### src/rtl/gate_sweep_pkg.sv
// Shared types and default parameters for the gate_sweep_ctrl self-test sequencer.
package gate_sweep_pkg;

  typedef enum logic [1:0] {
    S_IDLE   = 2'd0,
    S_WAIT   = 2'd1,
    S_SAMPLE = 2'd2,
    S_DONE   = 2'd3
  } sweep_state_t;

  localparam int          DEF_N           = 4;
  localparam int          DEF_SETTLE      = 2;
  localparam logic [15:0] DEF_GOLDEN_AND4 = 16'h8000;

endpackage

### src/rtl/gate_sweep_ctrl_settle_timer.sv
// settle_timer: loadable down-counter that times how long each vector is held
// on the gate inputs. expired is high while the count is zero.
module settle_timer #(
  parameter int SETTLE = 2
) (
  input  logic clk,
  input  logic reset_n,
  input  logic load,
  input  logic dec,
  output logic expired
);

  localparam int            W      = $clog2(SETTLE) + 1;
  localparam logic [W-1:0]  RELOAD = W'(SETTLE - 1);

  logic [W-1:0] cnt_q;
  logic [W-1:0] cnt_d;

  // Next count: reload on WAIT entry, otherwise count down and stop at zero.
  always_comb begin
    cnt_d = cnt_q;
    if (load) begin
      cnt_d = RELOAD;
    end else if (dec && (cnt_q != {W{1'b0}})) begin
      cnt_d = cnt_q - W'(1);
    end else begin
      cnt_d = cnt_q;
    end
  end

  // Count register.
  always_ff @(posedge clk or negedge reset_n) begin
    if (!reset_n) begin
      cnt_q <= {W{1'b0}};
    end else begin
      cnt_q <= cnt_d;
    end
  end

  assign expired = (cnt_q == {W{1'b0}});

endmodule

### src/rtl/gate_sweep_ctrl.sv
// gate_sweep_ctrl: drives every input pattern 0..2^N-1 onto a combinational
// gate, holds each for SETTLE cycles, samples the gate output into table_out
// and pulses done at the end of the sweep.
// Optional compare against GOLDEN is built only when GATE_SWEEP_CHECK_EN is
// defined; otherwise pass and err_cnt are tied to zero.
module gate_sweep_ctrl
  import gate_sweep_pkg::*;
#(
  parameter int               N      = DEF_N,
  parameter int               SETTLE = DEF_SETTLE,
  parameter logic [2**N-1:0]  GOLDEN = DEF_GOLDEN_AND4
) (
  input  logic            clk,
  input  logic            reset_n,
  input  logic            start,
  output logic [N-1:0]    a_out,
  input  logic            y_in,
  output logic            busy,
  output logic            done,
  output logic [2**N-1:0] table_out,
  output logic            pass,
  output logic [N:0]      err_cnt
);

  localparam int           V        = 2**N;
  localparam logic [N-1:0] IDX_LAST = {N{1'b1}};

  sweep_state_t   state_q, state_d;
  logic [N-1:0]   idx_q, idx_d;
  logic [N-1:0]   a_out_q, a_out_d;
  logic [V-1:0]   table_q, table_d;
  logic           busy_q;
  logic           done_q;
  logic           load_s;
  logic           dec_s;
  logic           expired_s;

  settle_timer #(.SETTLE(SETTLE)) u_settle_timer (
    .clk     (clk),
    .reset_n (reset_n),
    .load    (load_s),
    .dec     (dec_s),
    .expired (expired_s)
  );

  // Sweep sequencing: next state, vector index, gate drive and captured table.
  always_comb begin
    state_d = state_q;
    idx_d   = idx_q;
    a_out_d = a_out_q;
    table_d = table_q;
    load_s  = 1'b0;
    dec_s   = 1'b0;
    case (state_q)
      S_IDLE: begin
        if (start) begin
          idx_d   = {N{1'b0}};
          a_out_d = {N{1'b0}};
          table_d = {V{1'b0}};
          load_s  = 1'b1;
          state_d = S_WAIT;
        end else begin
          state_d = S_IDLE;
        end
      end
      S_WAIT: begin
        if (expired_s) begin
          state_d = S_SAMPLE;
        end else begin
          dec_s   = 1'b1;
          state_d = S_WAIT;
        end
      end
      S_SAMPLE: begin
        table_d[idx_q] = y_in;
        if (idx_q == IDX_LAST) begin
          state_d = S_DONE;
        end else begin
          idx_d   = idx_q + 1'b1;
          a_out_d = idx_q + 1'b1;
          load_s  = 1'b1;
          state_d = S_WAIT;
        end
      end
      S_DONE: begin
        idx_d   = {N{1'b0}};
        a_out_d = {N{1'b0}};
        state_d = S_IDLE;
      end
      default: begin
        state_d = S_IDLE;
      end
    endcase
  end

  // Sweep state and output registers; busy/done follow the next state so
  // they line up with the cycle the FSM is actually in.
  always_ff @(posedge clk or negedge reset_n) begin
    if (!reset_n) begin
      state_q <= S_IDLE;
      idx_q   <= {N{1'b0}};
      a_out_q <= {N{1'b0}};
      table_q <= {V{1'b0}};
      busy_q  <= 1'b0;
      done_q  <= 1'b0;
    end else begin
      state_q <= state_d;
      idx_q   <= idx_d;
      a_out_q <= a_out_d;
      table_q <= table_d;
      busy_q  <= (state_d != S_IDLE);
      done_q  <= (state_d == S_DONE);
    end
  end

  assign a_out     = a_out_q;
  assign table_out = table_q;
  assign busy      = busy_q;
  assign done      = done_q;

`ifdef GATE_SWEEP_CHECK_EN
  logic [N:0] err_q, err_d;
  logic       pass_q, pass_d;

  // Golden compare: count mismatching vectors, latch the verdict as the
  // sweep enters DONE so pass is already valid in the done cycle.
  always_comb begin
    err_d  = err_q;
    pass_d = pass_q;
    if ((state_q == S_IDLE) && start) begin
      err_d  = {(N+1){1'b0}};
      pass_d = 1'b0;
    end else if (state_q == S_SAMPLE) begin
      if (y_in != GOLDEN[idx_q]) begin
        err_d = err_q + {{N{1'b0}}, 1'b1};
      end else begin
        err_d = err_q;
      end
      if (idx_q == IDX_LAST) begin
        pass_d = (err_d == {(N+1){1'b0}});
      end else begin
        pass_d = pass_q;
      end
    end else begin
      err_d  = err_q;
      pass_d = pass_q;
    end
  end

  // Compare result registers.
  always_ff @(posedge clk or negedge reset_n) begin
    if (!reset_n) begin
      err_q  <= {(N+1){1'b0}};
      pass_q <= 1'b0;
    end else begin
      err_q  <= err_d;
      pass_q <= pass_d;
    end
  end

  assign err_cnt = err_q;
  assign pass    = pass_q;
`else
  assign err_cnt = {(N+1){1'b0}};
  assign pass    = 1'b0;
`endif

endmodule

### config.mk
export PLATFORM = sky130hd
export DESIGN_NAME = gate_sweep_ctrl
export DESIGN_NICKNAME = d
export VERILOG_FILES = /design/src/rtl/gate_sweep_pkg.sv /design/src/rtl/gate_sweep_ctrl_settle_timer.sv /design/src/rtl/gate_sweep_ctrl.sv
export SDC_FILE = /design/constraint.sdc
export NUM_CORES = 1
export LEC_CHECK = 0
export BUFFER_PORTS_ARGS = -buffer_cell sky130_fd_sc_hd__buf_4
export CAP_MARGIN = 5
export CORE_MARGIN = 4
export CORE_UTILIZATION = 46
export CTS_BUF_LIST = sky130_fd_sc_hd__clkbuf_16
export DETAILED_ROUTE_END_ITERATION = 7
export GPL_TIMING_DRIVEN = 0
export MAX_ROUTING_LAYER = met4
export PLACE_DENSITY = 0.73
export SLEW_MARGIN = 20
export SYNTH_ARGS = -nofsm -noshare
export SYNTH_HDL_FRONTEND = slang
export SYNTH_HIERARCHICAL = 1
export SYNTH_SLANG_ARGS = --single-unit
export TNS_END_PERCENT = 5
### constraint.sdc
create_clock -name clk -period 2 [get_ports clk]
set_clock_uncertainty 0.2 [all_clocks]
set_input_delay 0.4 -clock clk [delete_from_list [all_inputs] [get_ports clk]]
set_output_delay 0.4 -clock clk [all_outputs]
set_load 0.05 [all_outputs]
==> results.toml <==
[outcome]
status = "completed"

[floorplan]
die_x_um = 63.1
std_cell_rows = 19
die_y_um = 63.1
start_util = 0.493
die-area_mm2 = 0.00398
core_mm2 = 0.00283
boundaryPins = 32

[power_and_ir_drop]
clockPowerShare = 0.257
peakVddDrop_mv = 0.789
leakagePower_nw = 0.906
powerDensity_mw_per_mm2 = 1230
p_seq_frac = 0.315
swShare = 0.377
switchingPower_mw = 0.842
pwr-share-comb = 0.428
p_int_mw = 1.39

[global_routing]
antenna_found_initial = 0
grt_overflow = 0
grtUsageTotal = 0.163
grt_pass1_vias = 1080
grt_max_degree = 27
grt_pass1_wl_um = 5100

[timing]
rsz0062_at_grt = "false"
maxSlewViolCount = 0
fin_tns_setup_ns = 0
final-hold-violation-count = 0
min_period_ns = 1.93
timing.fmax_ghz = 0.518
fin_crit_sh = 0.965
setup_violations = 0

[drt]
vias = 1059
drt_iter0_markers = 84
antenna_left = 0
dr.pass1.iters = 4
detail_route.vias_per_cell = 5.57
drc = 0
drt-total-wl_um = 2890
routedWlPerCell_um = 15.2

[logic_synthesis]
synth_cell_types = 40
synth_top_area_share = 0.466
yosys.area_share.xor_xnor = 0
yosys.area_share.adder = 0.0448
synth_warnings = 6
synth_seq_cells = 26
ys_top_cells_by_count = "26 x dfrtp_1, 11 x o31ai_1, 10 x o211ai_1"
syn_avg_cell_area_um2 = 11.5
synth_top_family_by_area = "compound AO/OA/AOI/OAI gates"
async_flop_share = 1.00
synth_enable_flop_cells = 0
synthMuxAreaShare = 0.0152
synth_area_leaders = "dfrtp_1 47%, o31ai_1 5.9%, nand3b_4 5.7%"
synth_top_cell_by_area = "dfrtp_1"
synth-compound-area-share = 0.240
synth-simple-area-share = 0.146
synth_flop_cell = "dfrtp_1"
syn_inst = 121
synth_seq_area_share = 0.466
synth_area_mm2 = 0.00140
yosysMostFrequentCell = "dfrtp_1"

[critical_path]
crit_fanout = 5
endpoint_kind = "flop"
cp_data_arrival_time_ns = 1.88
crit_path_start_kind = "flop"
r2r_cells = 6
crit_type = "reg -> reg"
required_ns = 1.95

[job]
maxCapViolCount = 0

[cells_and_area]
fillers = 241
layout-drive-gt1-share = 0.358
n_antenna_cell = 0
final_cell_count_no_fill = 190
nets = 169
area_delta_synth_final_pct = 30.1

[placement]
post-place-cells = 182
io_buffers = 25
gp_congestion = 0.777
dp_hpwl_um = 2130

[clock_network]
clock_latency_ns = 0.26
numCtsBuffers = 3
cts_sinks = 26
cts_tree = "done"
root_buffer = "clkbuf_16"
ctsHtreeMaxLevel = 1
path_clk_slew_ns = 0.06
cts_buffer_depth = 2

[min_path]
whs_path_depth = 2
holdCritPathClass = "in -> reg"
-- power by group through the flow --
stage	Sequential, mW	Clock (mW)	Combinational (mW)
CTS	0.714	0.585	0.922
detailed placement	0.724	0	0.918
floorplan	0.871	0	0.550
global route	0.720	0.615	1.03
global placement	0.719	0	0.893
finish	0.704	0.574	0.956
-- metal layers --
metal | vias up | track usage | part of all wire
met5 | - | - | 0
met4 | 0 | 0.0303 | 0.0045
met3 | 2 | 0.0497 | 0.050
met2 | 23 | 0.266 | 0.49
met1 | 503 | 0.202 | 0.45
li1 | 531 | - | -
-- layout make-up --
class / instances / area, um2 / share of cell area
buffer: 13 / 87.6 / 0.0482
clock buffer: 3 / 75.1 / 0.0414
clock inverter: 1 / 30.0 / 0.0165
inverter: 8 / 30.0 / 0.0165
multi-input combinational: 79 / 678 / 0.374
sequential: 26 / 656 / 0.361
tap: 31 / 38.8 / 0.0214
timing repair buffer: 29 / 220 / 0.121
-- worst paths after layout --
kind / start / endpoint / slack [ns]
setup reg to reg: a_out[0]$_DFFE_PN0P_ / u_settle_timer/cnt_q[1]$_DFFE_PN0P_ / 0.07
min in group asynchronous: reset_n / table_out[12]$_DFFE_PN0P_ / 0.38
hold / removal: y_in / table_out[15]$_DFFE_PN0P_ / 0.18
max in group asynchronous: reset_n / a_out[0]$_DFFE_PN0P_ / 0.95
setup / recovery: a_out[0]$_DFFE_PN0P_ / u_settle_timer/cnt_q[1]$_DFFE_PN0P_ / 0.07
hold reg to reg: table_out[15]$_DFFE_PN0P_ / table_out[15]$_DFFE_PN0P_ / 0.31
-- critical path, stage by stage, from the launching register on --
cell and delay, ns:
dfrtp_2 0.42, ha_4 0.19, nand3_4 0.09, nor2b_4 0.15, a21o_1 0.20, or4b_1 0.48, o31ai_1 0.09
-- placed cells by master (no fill, tap or decap), drive strengths merged, types with 2 or more instances in the layout --
cell type   n
buf        37
dfrtp      26
o31ai      11
o211ai     10
inv         8
clkbuf      7
conb        6
nand3b      5
ha          5
o41ai       4
o311ai      4
nand2b      3
nor2        3
nor2b       3
nor3        2
a22o        2
nand3       2
-- repair_timing --
action | CTS | global route
hold buffers | 1 | 0
gates resized for setup | 0 | 0
endpoints found under the hold margin | 26 | 0
setup buffers | 0 | 3
setup endpoints to repair | 0 | 1
-- registers in the layout, indices dropped and copies added, names as in the netlist --
register / cells
table_out: 16
a_out: 4
state_q: 2
u_settle_timer/cnt_q: 2
busy: 1
done: 1
-- stage by stage --
stage / cell area [um2] / worst slack [ns] / util / hold WS [ns] / power (mW)
after detailed placement: 1680 / 0.0531 / 0.593 / 0.128 / 1.64
final: 1820 / 0.0707 / 0.642 / 0.182 / 2.23
after global routing: 1820 / 0.000294 / 0.642 / 0.194 / 2.37
after floorplan: 1450 / 0.00585 / - / -0.0956 / 1.42
after CTS: 1790 / 0.0320 / 0.634 / 0.179 / 2.22
after global placement: 1680 / 0.138 / 0.593 / 0.127 / 1.61
-- cells by family after synthesis --
logic type | after synthesis
buffers and inverters | 21
flip-flops | 26
AND/OR/NAND/NOR | 24
AO/OA/AOI/OAI | 42
multiplexers | 2
other | 1
adder cells (fa/ha/maj) | 5
(Power assumes the default switching activity.)
